$ cat config.mk
export PLATFORM = sky130hd
export DESIGN_NAME = uart_rx
export DESIGN_NICKNAME = d
export VERILOG_FILES = /design/src/rtl/uart_rx.sv
export SDC_FILE = /design/constraint.sdc
export NUM_CORES = 1
export LEC_CHECK = 0
export CORE_MARGIN = 8
export CORE_UTILIZATION = 42
export CTS_BUF_LIST = sky130_fd_sc_hd__clkbuf_4 sky130_fd_sc_hd__clkbuf_8
export CTS_CLUSTER_DIAMETER = 30
export DETAILED_ROUTE_END_ITERATION = 12
export PLACE_DENSITY = 0.61
export SKIP_LAST_GASP = 1
export SLEW_MARGIN = 20
export SYNTH_ARGS = -nofsm -noshare
export SYNTH_HDL_FRONTEND = slang
export SYNTH_SLANG_ARGS = --single-unit
$ cat constraint.sdc
create_clock -name CLK -period 2.2 [get_ports CLK]
set_input_delay 0.66 -clock CLK [delete_from_list [all_inputs] [get_ports CLK]]
set_output_delay 0.66 -clock CLK [all_outputs]
set_load 0.05 [all_outputs]
$ cat src/rtl/uart_rx.sv
// uart_rx: 16x-oversampled serial receiver, 8N1 by default.
// Define UART_RX_PARITY_EN to expect an even-parity bit between bit 7 and stop (8E1).
module uart_rx #(
  parameter int OS_DIV = 25
) (
  input  logic       CLK,
  input  logic       RST,
  input  logic       RX,
  output logic [7:0] DATA,
  output logic       VALID,
  output logic       FRAME_ERR,
  output logic       PARITY_ERR,
  output logic       BUSY
);

  typedef enum logic [2:0] {
    S_IDLE,
    S_START,
    S_DATA,
`ifdef UART_RX_PARITY_EN
    S_PARITY,
`endif
    S_STOP,
    S_WAIT_HIGH
  } state_t;

  state_t     state;
  logic       rx_m;
  logic       rx_s;
  logic [7:0] div_cnt;
  logic       tick;
  logic [3:0] os_cnt;
  logic [2:0] bit_cnt;
  logic [7:0] shift;
  logic       bit_smp;

  always_ff @(posedge CLK or posedge RST) begin
    if (RST) begin
      rx_m <= 1'b1;
      rx_s <= 1'b1;
    end else begin
      rx_m <= RX;
      rx_s <= rx_m;
    end
  end

  assign tick = (div_cnt == 8'(OS_DIV - 1));

  always_ff @(posedge CLK or posedge RST) begin
    if (RST)       div_cnt <= 8'd0;
    else if (tick) div_cnt <= 8'd0;
    else           div_cnt <= div_cnt + 8'd1;
  end

  // Mid-bit sample point: last oversample tick of a bit period.
  assign bit_smp = tick && (os_cnt == 4'd15);

`ifdef UART_RX_PARITY_EN
  logic par_bit;
  logic par_ok;

  function automatic logic even_parity_ok(input logic [7:0] d, input logic p);
    return ~(^{d, p});
  endfunction

  assign par_ok = even_parity_ok(shift, par_bit);

  always_ff @(posedge CLK) begin
    if (state == S_DATA && bit_smp)   shift   <= {rx_s, shift[7:1]};
    if (state == S_PARITY && bit_smp) par_bit <= rx_s;
  end
`else
  assign PARITY_ERR = 1'b0;

  always_ff @(posedge CLK) begin
    if (state == S_DATA && bit_smp) shift <= {rx_s, shift[7:1]};
  end
`endif

  always_ff @(posedge CLK or posedge RST) begin
    if (RST) begin
      state      <= S_IDLE;
      os_cnt     <= 4'd0;
      bit_cnt    <= 3'd0;
      DATA       <= 8'h00;
      VALID      <= 1'b0;
      FRAME_ERR  <= 1'b0;
`ifdef UART_RX_PARITY_EN
      PARITY_ERR <= 1'b0;
`endif
      BUSY       <= 1'b0;
    end else begin
      VALID      <= 1'b0;
      FRAME_ERR  <= 1'b0;
`ifdef UART_RX_PARITY_EN
      PARITY_ERR <= 1'b0;
`endif
      case (state)
        S_IDLE: begin
          if (tick && !rx_s) begin
            state  <= S_START;
            os_cnt <= 4'd0;
            BUSY   <= 1'b1;
          end
        end
        S_START: begin
          if (tick) begin
            if (os_cnt == 4'd7) begin
              os_cnt  <= 4'd0;
              bit_cnt <= 3'd0;
              if (!rx_s) begin
                state <= S_DATA;
              end else begin
                state <= S_IDLE;
                BUSY  <= 1'b0;
              end
            end else begin
              os_cnt <= os_cnt + 4'd1;
            end
          end
        end
        S_DATA: begin
          if (tick) begin
            os_cnt <= os_cnt + 4'd1;
            if (os_cnt == 4'd15) begin
              bit_cnt <= bit_cnt + 3'd1;
              if (bit_cnt == 3'd7) begin
                os_cnt <= 4'd0;
`ifdef UART_RX_PARITY_EN
                state  <= S_PARITY;
`else
                state  <= S_STOP;
`endif
              end
            end
          end
        end
`ifdef UART_RX_PARITY_EN
        S_PARITY: begin
          if (tick) begin
            os_cnt <= os_cnt + 4'd1;
            if (os_cnt == 4'd15) begin
              os_cnt <= 4'd0;
              state  <= S_STOP;
            end
          end
        end
`endif
        S_STOP: begin
          if (tick) begin
            os_cnt <= os_cnt + 4'd1;
            if (os_cnt == 4'd15) begin
              os_cnt <= 4'd0;
              if (!rx_s) begin
                FRAME_ERR <= 1'b1;
                state     <= S_WAIT_HIGH;
              end else begin
                state <= S_IDLE;
                BUSY  <= 1'b0;
`ifdef UART_RX_PARITY_EN
                if (par_ok) begin
                  DATA  <= shift;
                  VALID <= 1'b1;
                end else begin
                  PARITY_ERR <= 1'b1;
                end
`else
                DATA  <= shift;
                VALID <= 1'b1;
`endif
              end
            end
          end
        end
        // A stuck-low line parks here so it cannot be decoded as endless 0x00 frames.
        S_WAIT_HIGH: begin
          if (rx_s) begin
            state  <= S_IDLE;
            os_cnt <= 4'd0;
            BUSY   <= 1'b0;
          end
        end
        default: begin
          state  <= S_IDLE;
          os_cnt <= 4'd0;
          BUSY   <= 1'b0;
        end
      endcase
    end
  end

endmodule

==> key figures, run 1 <==
Logic synthesis
  – Flops & latches, synth: 39
  – EDFF count, synth: 8
  – Mapped cell area: roughly 1900 um2
  – Post-synthesis sequential area ratio: a little under three fifths
  – Syn_area_per_cell: around 12 um2
  – Count of different cell masters after synthesis: 46
  – Synth warnings: 0
  – Asr flop ratio synth: between 70% and 80%
  – Gate Count Post-Synth: 153
  – Syn Nets: about 160
  – Top-area cell type share of the netlist area: between 30 and 40%
  – Area contributors post-synth: dfrtp_1 39%, edfxtp_1 13%, mux2_2 7.3%
  – Leading area contributor after synthesis: dfrtp_1
  – Synth Flop Type: dfrtp_1

Power and ir drop
  – Switching Power: 0.284 mW
  – Clock network power share: between 40% and 50%
  – Internal Power: between 1 and 1.5 mW
  – Maximum vdd drop: 0.606 mV
  – Pwr Density: between 600 and 700 nW/um2
  – Leakage: roughly 0.98 nW
  – Net Sw Frac: approximately 20%
  – Gate power share: between 3 and 4%
  – Reg power frac: 53.9%

Timing
  – RSZ-0062 raised after global routing: no
  – Slew Viols, Final: 0
  – Min Clock Period, post-route: 2120 ps
  – Worst clock skew: 6.91 ps
  – Worst-Margin Slew: 514 ps
  – Setup slack after layout: approximately 81 ps
  – Crit share post-route: between 90% and 100%
  – Final hold violation count: 0
  – Fmax: about 0.47 GHz
  – Worst slew margin: 65.6%
  – Fin Setup TNS: 0 ps
  – # setup viols final: 0

GRT
  – Total track usage: 11.3%
  – Vias in the first global route: roughly 1200
  – First-pass GRT wire length: ~5900 um
  – Initial antenna violation count: 0
  – Gr ovfl total: 0
  – Largest net degree at the start of global routing: 28

Die
  – Initial core utilization: between 40% and 50%
  – I/O pins: 15
  – Die Height: slightly above 80 um
  – Std cell rows: 24
  – Die Area: a little under 7000 um2
  – Core area: ~4300 um2
  – Die width: a little over 80 um

Final layout
  – Area growth from synthesis to layout: 15.5%
  – Number of inserted diodes: 0
  – Most frequent cells in the layout: 29 x dfrtp_1, 12 x mux2_2, 11 x nor2_1, 11 x clkdlybuf4s50_1, 9 x nand3_1
  – Register Area: around 1000 um2
  – Area of the multi-input gates: 757 um2
  – Fill cells: approximately 380
  – NumNets Final: about 180
  – Most common cell after layout, fill and taps aside: dfrtp_1
  – Layout cells sized above 1: about a fifth
  – Core Util, Final: between 40% and 50%

Clock tree
  – Clock-pin slew on the worst setup and hold paths: 80 ps
  – # hold bufs at CTS: 0
  – Skew-Pair Late Insertion Delay: ~290 ps
  – Clock buffer depth: 2
  – Clock Tree Root: clkbuf_8
  – H-tree depth: 2
  – CTS tree: done
  – Num Clock Sinks: 39
  – CTS Buf Count: 5
  – Post-CTS setup buffers: 0
  – Post_cts resized: 0

Worst hold path
  – Worst hold stages: 0
  – Worst min path class: flip-flop to flip-flop

Routing
  – Via count: between 1000 and 1500
  – First-pass DRT Iterations: 4
  – Final ANT Viol Nets: 0
  – # DRC: 0
  – DR vias/cell: about 5.5
  – Iter 0 DRT Violations: just under 100
  – DRT Wirelength: 3430 um
  – Routed len/inst: approximately 15 um

Critical path
  – Levels on crit path: 1
  – Slowest-stage cell, CP: clkdlybuf4s50_1
  – CP delay by family, top: buffers and inverters
  – Worst R2R Path Depth: 7
  – CP Class: flip-flop to output port
  – Arr. time, crit path: ~1500 ps
  – R2R setup slack: about 290 ps
  – Critical path capture point type: output port
  – Critical Path Max Stage Delay: roughly 810 ps
  – Worst path required time: 1540 ps
  – Critical-path cell list: clkdlybuf4s50_1
  – Startpoint Class: flip-flop
  – Crit Path Max Fanout: 2
  – Crit path buf inv count: 1

Outcome
  – Outcome: complete, no violations

Place
  – Number of I/O port buffers: 13
  – DP Worst Slack: roughly 300 ps
  – Routability congestion estimate from global placement: a little over 0.8
  – DP Wirelength: between 2000 and 2500 um

Job
  – MaxCap Viol Count: 0
[synth_stat cells, types with 3 or more instances]
cell / number
xnor2_1: 4
nand3_1: 9
edfxtp_1: 8
nand4_1: 4
ha_1: 5
o21ai_0: 3
nand2_1: 5
and3_1: 3
inv_1: 8
mux2_2: 12
clkbuf_1: 4
nor2_1: 11
and3b_1: 3
and3_2: 3
and2_1: 3
dfrtp_1: 29
[per-stage QoR]
step	area (um2)	hold WS, ps	power (mW)	instances
2_1_floorplan	1850	345	0.793	153
3_3_place_gp	2030	347	0.805	214
3_5_place_dp	2030	347	0.805	214
4_1_cts	2140	358	1.40	222
5_1_grt	2140	363	1.43	222
6_report	2140	358	1.38	222
[final cells by class]
class / count / share of cell area [%]
tap: 52 / 3.04
multi-input combinational: 98 / 35.4
clock buffer: 5 / 3.22
timing repair buffer: 17 / 7.26
sequential: 39 / 47.6
inverter: 8 / 1.40
clock inverter: 3 / 2.05
[power groups by stage]
stage | clock [mW] | sequential (mW) | combinational, mW
floorplan | 0 | 0.755 | 0.0379
CTS | 0.611 | 0.743 | 0.0481
detailed placement | 0 | 0.757 | 0.0479
finish | 0.587 | 0.743 | 0.0473
global route | 0.635 | 0.744 | 0.0531
global placement | 0 | 0.757 | 0.0474
[flip-flops by register name, indices dropped and copies added (netlist names)]
register   flops
DATA           8
rx_m           1
BUSY           1
shift          8
os_cnt         4
div_cnt        8
rx_s           1
bit_cnt        3
FRAME_ERR      1
state          3
VALID          1
[worst paths after layout]
| check | from | endpoint |
|---|---|---|
| max in group asynchronous | RST | rx_s$_DFF_PP1_ |
| min | rx_m$_DFF_PP1_ | rx_s$_DFF_PP1_ |
| max | DATA[6]$_DFFE_PP0P_ | DATA[6] |
| max reg2reg | div_cnt[0]$_DFF_PP0_ | shift[1]$_DFFE_PP_ |
| min in group asynchronous | RST | DATA[1]$_DFFE_PP0P_ |
| min reg2reg | rx_m$_DFF_PP1_ | rx_s$_DFF_PP1_ |
[logic make-up after synthesis]
family          after synthesis  share of synthesized area (%)
simple gates                 55                           19.1
flops                        39                           55.0
compound gates               18                           7.57
buf+inv                      16                           4.12
mux                          13                           7.84
xor+xnor                      6                           2.84
fa+ha+maj                     5                           3.38
other cells                   1                          0.203
[per-layer routing]
layer,GRT usage [%],share of wire [%],up-vias
met5,0,0,-
met4,4.74,1.2,0
met3,3.46,3.5,5
met2,17.4,49,13
met1,14.3,47,605
li1,-,-,587
Power figures use the tool's default switching activity.
==> inputs of run 2 (changes only) <==
- CTS_CLUSTER_SIZE: unset -> 28
==> results of run 2 <==
Final layout, timing and power as in run 1 (identical DEF).
